### src/rtl/counter_pkg.sv
// Shared types for the up/down/load counter.
// Latency: n/a (types and a pure decode function only).
// Backpressure: none; there are no handshakes anywhere in this counter.
package counter_pkg;

  localparam int COUNT_W = 8;

  typedef logic [COUNT_W-1:0] count_t;

  // One-hot-free priority decode result: load beats up/down, conflicts hold.
  typedef enum logic [1:0] {
    CTRL_LOAD,
    CTRL_UP,
    CTRL_DOWN,
    CTRL_HOLD
  } ctrl_e;

  function automatic ctrl_e ctrl_decode(input logic load, input logic up, input logic down);
    ctrl_e c;
    if (load)             c = CTRL_LOAD;
    else if (up && !down) c = CTRL_UP;
    else if (down && !up) c = CTRL_DOWN;
    else                  c = CTRL_HOLD;  // up==down: both idle or both set
    return c;
  endfunction

endpackage

### src/rtl/updown_load_counter.sv
// WIDTH-bit up/down counter with parallel load and a one-cycle wrap flag.
// Latency: one clock; count and rollover update together on the sampling edge.
// Backpressure: none; controls are sampled every rising edge.
// Ports: clk, srst_n (async active-low), load/up/down controls, data (load value),
//        count (registered value), rollover (registered wrap flag).
module updown_load_counter
  import counter_pkg::*;
#(
  parameter int WIDTH = COUNT_W
) (
  input  logic             clk,
  input  logic             srst_n,
  input  logic             load,
  input  logic             up,
  input  logic             down,
  input  logic [WIDTH-1:0] data,
  output logic             rollover,
  output logic [WIDTH-1:0] count
);

  logic [WIDTH-1:0] count_q, count_d;
  logic             rollover_q, rollover_d;
  ctrl_e            ctrl;

  always_comb begin
    ctrl       = ctrl_decode(load, up, down);
    count_d    = count_q;
    rollover_d = 1'b0;
    case (ctrl)
      CTRL_LOAD: count_d = data;
      CTRL_UP: begin
        count_d    = count_q + WIDTH'(1);
        // Wrap is flagged from the pre-increment value so it lines up with count=0.
        rollover_d = (count_q == {WIDTH{1'b1}});
      end
      CTRL_DOWN: begin
        count_d    = count_q - WIDTH'(1);
        rollover_d = (count_q == {WIDTH{1'b0}});
      end
      default: ;  // hold
    endcase
  end

  always_ff @(posedge clk or negedge srst_n) begin
    if (!srst_n) begin
      count_q    <= '0;
      rollover_q <= 1'b0;
    end else begin
      count_q    <= count_d;
      rollover_q <= rollover_d;
    end
  end

  assign count    = count_q;
  assign rollover = rollover_q;

endmodule

### config.mk
export PLATFORM = sky130hd
export DESIGN_NAME = updown_load_counter
export DESIGN_NICKNAME = d
export VERILOG_FILES = /design/src/rtl/counter_pkg.sv /design/src/rtl/updown_load_counter.sv
export SDC_FILE = /design/constraint.sdc
export NUM_CORES = 1
export LEC_CHECK = 0
export CAP_MARGIN = 0
export CORE_MARGIN = 2
export CORE_UTILIZATION = 53
export DETAILED_ROUTE_END_ITERATION = 12
export PLACE_DENSITY = 0.95
export SETUP_SLACK_MARGIN = 0.1
export SLEW_MARGIN = 25
export SYNTH_ARGS = -nofsm -noshare
export SYNTH_HDL_FRONTEND = slang
export SYNTH_SLANG_ARGS = --single-unit
export TNS_END_PERCENT = 30
### constraint.sdc
create_clock -name clk -period 3.1 [get_ports clk]
set_input_delay 0.775 -clock clk [delete_from_list [all_inputs] [get_ports clk]]
set_output_delay 0.775 -clock clk [all_outputs]
set_load 0.05 [all_outputs]
Yosys cells after proc, flatten, opt, wreduce, memory -nomap -nowiden:

Index checks and enable logic that the tools add are counted.

* register bits after elaboration: 9
* output and inout bits: 9
* word-level logic and storage cells: 19

* add/sub/neg operators: 2
* muxes and demuxes: 5
* reductions and logical operators: 7
* eq/ne operators: 3

Operators with widths (number)
* $pmux W8 S3: 1
* $add A8 B1 Y8 const B: 1
* $eq A8 B8 Y1 const B: 1
* $logic_not A8 Y1: 1
* $sub A8 B1 Y8 const B: 1
* $mux W2: 2
* $reduce_bool A3 Y1: 1
* $eq A2 B1 Y1 const B: 1
* $eq A2 B2 Y1 const B: 1
* $logic_and A1 B1 Y1: 2
* $logic_not A1 Y1: 2
* $logic_not A2 Y1: 1
* $pmux W1 S2: 1
* $mux W1: 1

Depth between registers and ports, before layout:

Gate-level depths: netlist of the first run.

* depth in word-level cells: 7
* depth in mapped cells: 13
* gate-level depth less buffers: 11

Worst setup path after synthesis of the first run:

No wires, ideal clock.

* path type: input-to-reg
* start: input port up
* end: register count_q[6], in the netlist count[6]
* slack: 0.116 ns
* buffers on the path: 2
* cell stages on the path: 13
* data arrival time: 2.898 ns
* required time: 3.014 ns
* cell sequence: inv_1 > a21oi_1 > inv_1 > ha_1 > buf_2 > buf_2 > xor2_1 > ha_1 > nor4bb_1 > a21oi_1 > a31o_2 > o221a_2 > nor3_1

* longest elaborated chain between the ends: 7

RTL lines
* from (decl): line updown_load_counter.sv:14 `input logic up,`
* $logic_not A1 Y1: line counter_pkg.sv:22 `else if (down && !up) c = CTRL_DOWN;`
* $logic_and A1 B1 Y1: line counter_pkg.sv:22
* $mux W1: line counter_pkg.sv:22
* $mux W2 (*): line counter_pkg.sv:21 `else if (up && !down) c = CTRL_UP;`
* $mux W2 (*): line counter_pkg.sv:20 `if (load) c = CTRL_LOAD;`
* $eq A2 B2 Y1, or another cell as far along: line updown_load_counter.sv:29 `case (ctrl)`
* $pmux W8 S3 or $reduce_bool A3 Y1 (tied branches)
* to (signal assigned): line updown_load_counter.sv:49 `count_q <= count_d;`
* to (decl): line updown_load_counter.sv:21 `logic [WIDTH-1:0] count_q, count_d;`

Every way passes the cells marked *; elsewhere a longest branch is shown, timed or not.
A chain may end at the register's enable or synchronous reset.

Worst setup path after layout of the first run:

Same ends and word-level chain as after synthesis.

==> impl_summary.log, run 1 <==
INFO  metric clock-skew-final = 0.00495 ns
INFO  metric cts_buffer_depth = 2
INFO  metric yosys-mux-area-fraction = 0.0320
INFO  metric synth-edff-count = 0
INFO  metric synth_simple_gate_area_share = 0.260
INFO  metric wl_per_cell = between 15 and 20 um
INFO  metric critical_path.cell_chain = clkdlybuf4s50_1, inv_1, a21oi_2, inv_1, ha_1, xor2_1, ha_1, nor4bb_2, a21oi_1, a31o_2, o221a_2, nor3_1
INFO  metric critical_path.max_stage_delay = 0.47 ns
INFO  metric grt_use_total = 0.251
INFO  metric drc_errors = 0
INFO  metric slew-limit-headroom = 0.668
INFO  metric synth_largest_type_area_fraction = 0.240
INFO  metric chipHeight = 46.1 um
INFO  metric grt_start_max_net_pins = 24
INFO  metric swShare = 0.511
INFO  metric core_region_area = 0.00169 mm^2
INFO  metric utilization = 0.710
INFO  metric postSynthCellCount = 124
INFO  metric combinational_family_with_the_most_area_after_synthesis = compound AO/OA/AOI/OAI gates
INFO  metric power_frac_seq = 0.312
INFO  metric postRouteWirelength = between 2 and 2.5 mm
INFO  metric run_status = completed
INFO  metric cts_resized = 0
INFO  metric drtAntennaViolNets = 0
INFO  metric post_synth_fa_ha_maj_area_fraction = 0.0668
INFO  metric synth.largest_area_cell = sky130_fd_sc_hd__dfrtp_1
INFO  metric finalHoldViolations = 0
INFO  metric clock_tree.root_cell = sky130_fd_sc_hd__clkbuf_4
INFO  metric worstReg2RegEnd = count[6]$_DFFE_PN0P_
INFO  metric critPathArrivalTime = 3.04 ns
INFO  metric fin_worst_hold_slack = approximately 0.64 ns
INFO  metric layout_worst_path_cycle_share = 0.920
INFO  metric timing_worst_slew_pin_value = 0.496 ns
INFO  metric num-fill-cells = roughly 130
INFO  metric leakage_dissipation = 0.000498 uW
INFO  metric ys.flop_type = sky130_fd_sc_hd__dfrtp_1
INFO  metric antenna_cells_inserted = 0
INFO  metric comb_power_share = 0.565
INFO  metric detail_route.first_pass.iterations = 4
INFO  metric r2r-start = count[1]$_DFFE_PN0P_
INFO  metric setup.worst_path.class = input port to register
INFO  metric rr_worst_depth = 7
INFO  metric placementRows = 15
INFO  metric cts.clk_slew.worst_paths = 0.06 ns
INFO  metric synth_async_sr_flop_share = 1.00
INFO  metric cts_setup_buffers = 0
INFO  metric final_hpwl_from_detailed_placement = 1.77 mm
INFO  metric grt_antenna_before_repair = 0
INFO  metric synthXorXnorAreaFrac = 0.0187
INFO  metric hp-start = count[7]$_DFFE_PN0P_
INFO  metric finalSetupViolCount = 0
INFO  metric synth-compound-area-share = 0.288
INFO  metric yosysMostFrequentCell = sky130_fd_sc_hd__nor2_1
INFO  metric crit_path_capture_type = register
INFO  metric ff_latch_area = 225 um^2
INFO  metric cp_top_family = compound AO/OA/AOI/OAI gates
INFO  metric critical_path.slowest_cell = sky130_fd_sc_hd__clkdlybuf4s50_1
INFO  metric cts_hold_buf = 0
INFO  metric portBuffers = 21
INFO  metric synth.top_cells.by_area = sky130_fd_sc_hd__dfrtp_1 24%, sky130_fd_sc_hd__ha_1 6.7%, sky130_fd_sc_hd__a21oi_1 5.9%, sky130_fd_sc_hd__nor2_1 5.6%, sky130_fd_sc_hd__o21ai_0 3.7%
INFO  metric post_synthesis_average_cell_area = 7.56 um^2
INFO  metric start_util = 0.555
INFO  metric peak_vdd_ir = just under 300 uV
INFO  metric grt-ovfl-total = 0
INFO  metric synth_common_cells = 14 x sky130_fd_sc_hd__nor2_1, 11 x sky130_fd_sc_hd__a21oi_1, 9 x sky130_fd_sc_hd__dfrtp_1, 8 x sky130_fd_sc_hd__inv_1
INFO  metric biggest_fanout_along_the_worst_timing_path = 2
INFO  metric power.switching = 398 uW
INFO  metric clock_tree_from_tritoncts = yes
INFO  metric timing.hold.worst_endpoint = count[7]$_DFFE_PN0P_
INFO  metric syn-cell-area = 937 um^2
INFO  metric hold_depth = 1
INFO  metric final.min_clock_period = 2.85 ns
INFO  metric min-delay-path-class = register to register
INFO  metric drv_cap = 0
INFO  metric floorplan.die.width = 46.1 um
INFO  metric startpoint_type = input port
INFO  metric drive_gt1_frac = 0.111
INFO  metric drt_iter0_drc = 36
INFO  metric insertion_delay = between 0.2 and 0.3 ns
INFO  metric design.portCount = 22
INFO  metric synth-seq-area-share = 0.240
INFO  metric cts_max_level = 1
INFO  metric power_density = 650 mW/mm^2
INFO  metric numCtsBuffers = 3
INFO  metric power_frac_clock = 0.123
INFO  metric clkSinkCount = 9
INFO  metric worst-endpoint-required = around 3.3 ns
INFO  metric layout.nets = 163
INFO  metric timing.final.max_slew_violations = 0
INFO  metric wire_length_of_the_first_global_routing_pass = 3.89 mm
INFO  metric area.growth.synth_to_final = 28.0%
INFO  metric grt_pass1_vias = 909
INFO  metric dr_total_vias = 1048
INFO  metric max_frequency = about 350 MHz
INFO  metric power_report.internal_total = 382 uW
INFO  metric viasPerCell = around 6.5
INFO  metric gp_routability_congestion = 0.904
INFO  metric rsz0062_at_grt = no
INFO  metric synthesis.nets = 142
INFO  metric yosysUniqueCellTypes = 41
INFO  metric synth.yosys.warnings = 0
INFO  metric path_buf_inv = 3
INFO  metric regToRegSetupSlack = 1.20 ns
INFO  metric multi_input_comb_area = 634 um^2
INFO  metric synth-seq-cells = 9
INFO  metric design.die.area = 0.00212 mm^2
## sequential cells by signal, summed over array words and instances, names as in the netlist
| name | flops |
|---|---|
| count | 8 |
| rollover | 1 |
## power groups by stage
stage,clock network [uW],registers (uW),logic [uW]
floorplan,0,294,251
global placement,0,233,419
detailed placement,0,238,436
CTS,95.6,236,438
global route,102,250,477
finish,95.8,244,440
## layout by cell type (no fill, tap or decap), drive strengths merged, types with 2 or more instances in the layout
cell type	count
o22ai	2
clkbuf	4
nor2	14
xor2	2
nor4	2
a21oi	11
nor2b	2
a211oi	2
a31oi	2
a22oi	2
clkdlybuf4s50	21
nand3b	3
a221o	3
nand3	3
mux2i	3
ha	5
nand2b	4
nor3	3
nand2	7
dfrtp	9
inv	8
buf	7
o21ai	7
## worst register-to-register path, stage by stage (launching register included)
cell,delay [ns]
sky130_fd_sc_hd__dfrtp_1,0.51
sky130_fd_sc_hd__xor2_1,0.18
sky130_fd_sc_hd__ha_1,0.18
sky130_fd_sc_hd__nor4bb_2,0.32
sky130_fd_sc_hd__a21oi_1,0.07
sky130_fd_sc_hd__a31o_2,0.27
sky130_fd_sc_hd__o221a_2,0.12
sky130_fd_sc_hd__nor3_1,0.17
## how the worst max path moves through the flow
stage / from / to / slack (ns) / depth (start not counted)
2_1_floorplan: up / count[6]$_DFFE_PN0P_ / 0.12 / 13
3_3_place_gp: up / count[6]$_DFFE_PN0P_ / 0.03 / 12
3_5_place_dp: up / count[6]$_DFFE_PN0P_ / -0.05 / 12
4_1_cts: up / count[6]$_DFFE_PN0P_ / 0.21 / 12
5_1_grt: up / count[6]$_DFFE_PN0P_ / 0.07 / 12
6_report: up / count[6]$_DFFE_PN0P_ / 0.25 / 12
## metal layers
| layer | part of all wire | wire length (um) | global-route usage |
|---|---|---|---|
| met4 | 0.018 | 46 | 0.149 |
| met2 | 0.49 | 1220 | 0.381 |
| met3 | 0.10 | 255 | 0.0549 |
| met5 | 0 | 0 | 0 |
| met1 | 0.39 | 975 | 0.323 |
## through the flow
step | std cells | cell area, um^2 | TNS, ns | setup WS [ns] | power, uW
floorplan | 124 | 937 | 0 | 0.116 | 545
detailed placement | 157 | 1160 | -0.0564 | -0.0500 | 674
global placement | 157 | 1160 | 0 | 0.0319 | 653
CTS | 161 | 1190 | 0 | 0.214 | 770
finish | 161 | 1200 | 0 | 0.247 | 780
global route | 161 | 1200 | 0 | 0.0664 | 829
## cells by family after synthesis
| kind of cell | count (synthesis) |
|---|---|
| flip-flops | 9 |
| AO/OA/AOI/OAI | 39 |
| adder cells (fa/ha/maj) | 5 |
| XOR/XNOR | 2 |
| multiplexers | 3 |
| AND/OR/NAND/NOR | 46 |
| buffers and inverters | 20 |
## area by class of cell
type                            instances  area share
Multi-Input combinational cell         95       0.529
Timing Repair Buffer                   28       0.219
Sequential cell                         9       0.188
Inverter                                8      0.0250
Clock buffer                            4      0.0219
Tap cell                               17      0.0177
No activity file was read; power rests on OpenSTA's default activity.
==> run 2, diff against run 1 <==
- MAX_ROUTING_LAYER: not set -> met4
==> run 2 against run 1 <==
  * Utilization is the same
  * Total power is 0.39% lower
  * Global-route usage rose by 0.73 points
  * Critical path depth stayed put
  * Maximum frequency hardly changed
  * Sequential share of layout area did not move
  * Worst setup slack worse by 0.0013 ns
  * Clock power is 2% lower
  * Combinational power is essentially flat
  * First-iteration DRC count increased by 78%
  * Final cell count stayed put
  * Critical path type unchanged
  * Highest routed layer unchanged
==> impl_summary.log, run 2 (synthesized netlist as in run 1, its figures left out) <==
INFO  metric worstReg2RegEnd = count[6]$_DFFE_PN0P_
INFO  metric swShare = 0.509
INFO  metric startpoint = up
INFO  metric run_status = completed
INFO  metric drtAntennaViolNets = 0
INFO  metric critPathCapture = count[6]$_DFFE_PN0P_
INFO  metric worst-endpoint-required = 3.28 ns
INFO  metric clkSinkCount = 9
INFO  metric clock_tree.root_cell = sky130_fd_sc_hd__clkbuf_4
INFO  metric floorplan.die.width = 46.1 um
INFO  metric antenna_cells_inserted = 0
INFO  metric final_hpwl_from_detailed_placement = 1.77 mm
INFO  metric clock_tree_from_tritoncts = yes
INFO  metric post_place_cell_area = 0.00116 mm^2
INFO  metric fin_ws = around 0.25 ns
INFO  metric grt_use_total = 0.258
INFO  metric cts_resized = 0
INFO  metric design.portCount = 22
INFO  metric grt_start_max_net_pins = 24
INFO  metric design.die.area = 0.00212 mm^2
INFO  metric clock-skew-final = 0.00580 ns
INFO  metric startpoint_type = input port
INFO  metric wire_length_of_the_first_global_routing_pass = a little under 4 mm
INFO  metric ff_latch_area = 225 um^2
INFO  metric largest_register_ff_count = 8
INFO  metric cts_max_level = 1
INFO  metric most_common_cell_after_layout_fill_and_taps_aside = sky130_fd_sc_hd__clkdlybuf4s50_1
INFO  metric power_frac_seq = 0.312
INFO  metric finalHoldViolations = 0
INFO  metric chipHeight = 46.1 um
INFO  metric finalSetupViolCount = 0
INFO  metric cts_buffer_depth = 2
INFO  metric drc_errors = 0
INFO  metric grt_antenna_before_repair = 0
INFO  metric power_frac_clock = 0.121
INFO  metric drive_gt1_frac = 0.111
INFO  metric layout_common_cells = 21 x sky130_fd_sc_hd__clkdlybuf4s50_1, 14 x sky130_fd_sc_hd__nor2_1, 10 x sky130_fd_sc_hd__a21oi_1
INFO  metric timing_worst_slew_pin_value = 0.497 ns
INFO  metric core_region_area = 0.00169 mm^2
INFO  metric viasPerCell = 6.42
INFO  metric r2r-start = count[1]$_DFFE_PN0P_
INFO  metric numCtsBuffers = 3
INFO  metric drt_iter0_drc = 64
INFO  metric slew-limit-headroom = 0.668
INFO  metric grt_pass1_vias = approximately 900
INFO  metric grt-ovfl-total = 0
INFO  metric gp_routability_congestion = 0.919
INFO  metric peak_vdd_ir = 288 uV
INFO  metric rr_worst_depth = 7
INFO  metric insertion_delay = between 0.2 and 0.3 ns
INFO  metric rsz0062_at_grt = no
INFO  metric start_util = 0.555
INFO  metric timing.final.max_slew_violations = 0
INFO  metric layout_worst_path_cycle_share = 0.921
INFO  metric drv_cap = 0
INFO  metric critPathArrivalTime = 3.03 ns
INFO  metric power_report.internal_total = 382 uW
INFO  metric max_frequency = 350 MHz
INFO  metric totalPowerFinal = 777 uW
INFO  metric postRouteWirelength = 2.49 mm
INFO  metric place_ws = -0.0500 ns
INFO  metric placementRows = 15
INFO  metric final.min_clock_period = 2.85 ns
INFO  metric detail_route.first_pass.iterations = 4
INFO  metric power_density = 648 mW/mm^2
INFO  metric power.switching = 395 uW
INFO  metric min-delay-path-class = register to register
INFO  metric biggest_fanout_along_the_worst_timing_path = 2
INFO  metric multi_input_comb_area = 634 um^2
INFO  metric cts_hold_buf = 0
INFO  metric portBuffers = 21
INFO  metric layout.nets = 163
INFO  metric comb_power_share = 0.567
INFO  metric wl_per_cell = approximately 15 um
INFO  metric leakage_dissipation = 0.000498 uW
INFO  metric cts.clk_slew.worst_paths = roughly 0.060 ns
INFO  metric dr_total_vias = 1033
INFO  metric crit_path_capture_type = register
INFO  metric num-fill-cells = between 100 and 150
INFO  metric regToRegSetupSlack = 1.21 ns
INFO  metric fin_area = about 0.0012 mm^2
INFO  metric cts_setup_buffers = 0
INFO  metric setup.worst_path.class = input port to register
INFO  metric area.growth.synth_to_final = 28.0%
[run 2: worst max-delay path, stage by stage]
cell                              delay [ns]
sky130_fd_sc_hd__clkdlybuf4s50_1        0.47
sky130_fd_sc_hd__inv_1                  0.06
sky130_fd_sc_hd__a21oi_2                0.15
sky130_fd_sc_hd__inv_1                  0.07
sky130_fd_sc_hd__ha_1                   0.22
sky130_fd_sc_hd__xor2_1                 0.15
sky130_fd_sc_hd__ha_1                   0.18
sky130_fd_sc_hd__nor4bb_2               0.32
sky130_fd_sc_hd__a21oi_1                0.07
sky130_fd_sc_hd__a31o_2                 0.27
sky130_fd_sc_hd__o221a_2                0.12
sky130_fd_sc_hd__nor3_1                 0.17
[run 2: metal layers]
metal / wire (um) / share of wire / global-route usage / vias up
met3: 264 / 0.11 / 0.0549 / 12
met5: 0 / 0 / - / -
met2: 1180 / 0.47 / 0.381 / 68
met4: 98 / 0.039 / 0.149 / 0
met1: 945 / 0.38 / 0.323 / 465
li1: - / - / - / 488
[run 2: cell type report]
cell class | count | share of cell area
Tap cell | 17 | 0.0177
Sequential cell | 9 | 0.188
Multi-Input combinational cell | 95 | 0.529
Clock buffer | 4 | 0.0219
Timing Repair Buffer | 28 | 0.219
Inverter | 8 | 0.0250
[run 2: worst min-delay path by stage]
stage                                 endpoint  slack, ns                  from  cells past startpoint
final                     count[7]$_DFFE_PN0P_       0.64  count[7]$_DFFE_PN0P_                      1
after global routing      count[7]$_DFFE_PN0P_       0.66  count[7]$_DFFE_PN0P_                      1
after CTS                 count[7]$_DFFE_PN0P_       0.62  count[7]$_DFFE_PN0P_                      1
after detailed placement  count[7]$_DFFE_PN0P_       0.61  count[7]$_DFFE_PN0P_                      1
after global placement    count[7]$_DFFE_PN0P_       0.61  count[7]$_DFFE_PN0P_                      1
after floorplan           count[0]$_DFFE_PN0P_       0.48                srst_n                      0
[run 2: through the flow]
step	utilization	hold WS, ns	setup TNS [ns]	instances
2_1_floorplan	-	0.479	0	124
3_3_place_gp	0.689	0.612	0	157
3_5_place_dp	0.689	0.609	-0.0564	157
4_1_cts	0.704	0.624	0	161
5_1_grt	0.710	0.664	0	161
6_report	0.710	0.641	0	161
[run 2: power groups by stage]
stage                     sequential, uW  combinational [uW]  clock [uW]
after global placement               233                 419           0
after global routing                 250                 477         102
after CTS                            236                 438        95.6
final                                242                 441        93.9
after floorplan                      294                 251           0
after detailed placement             238                 436           0
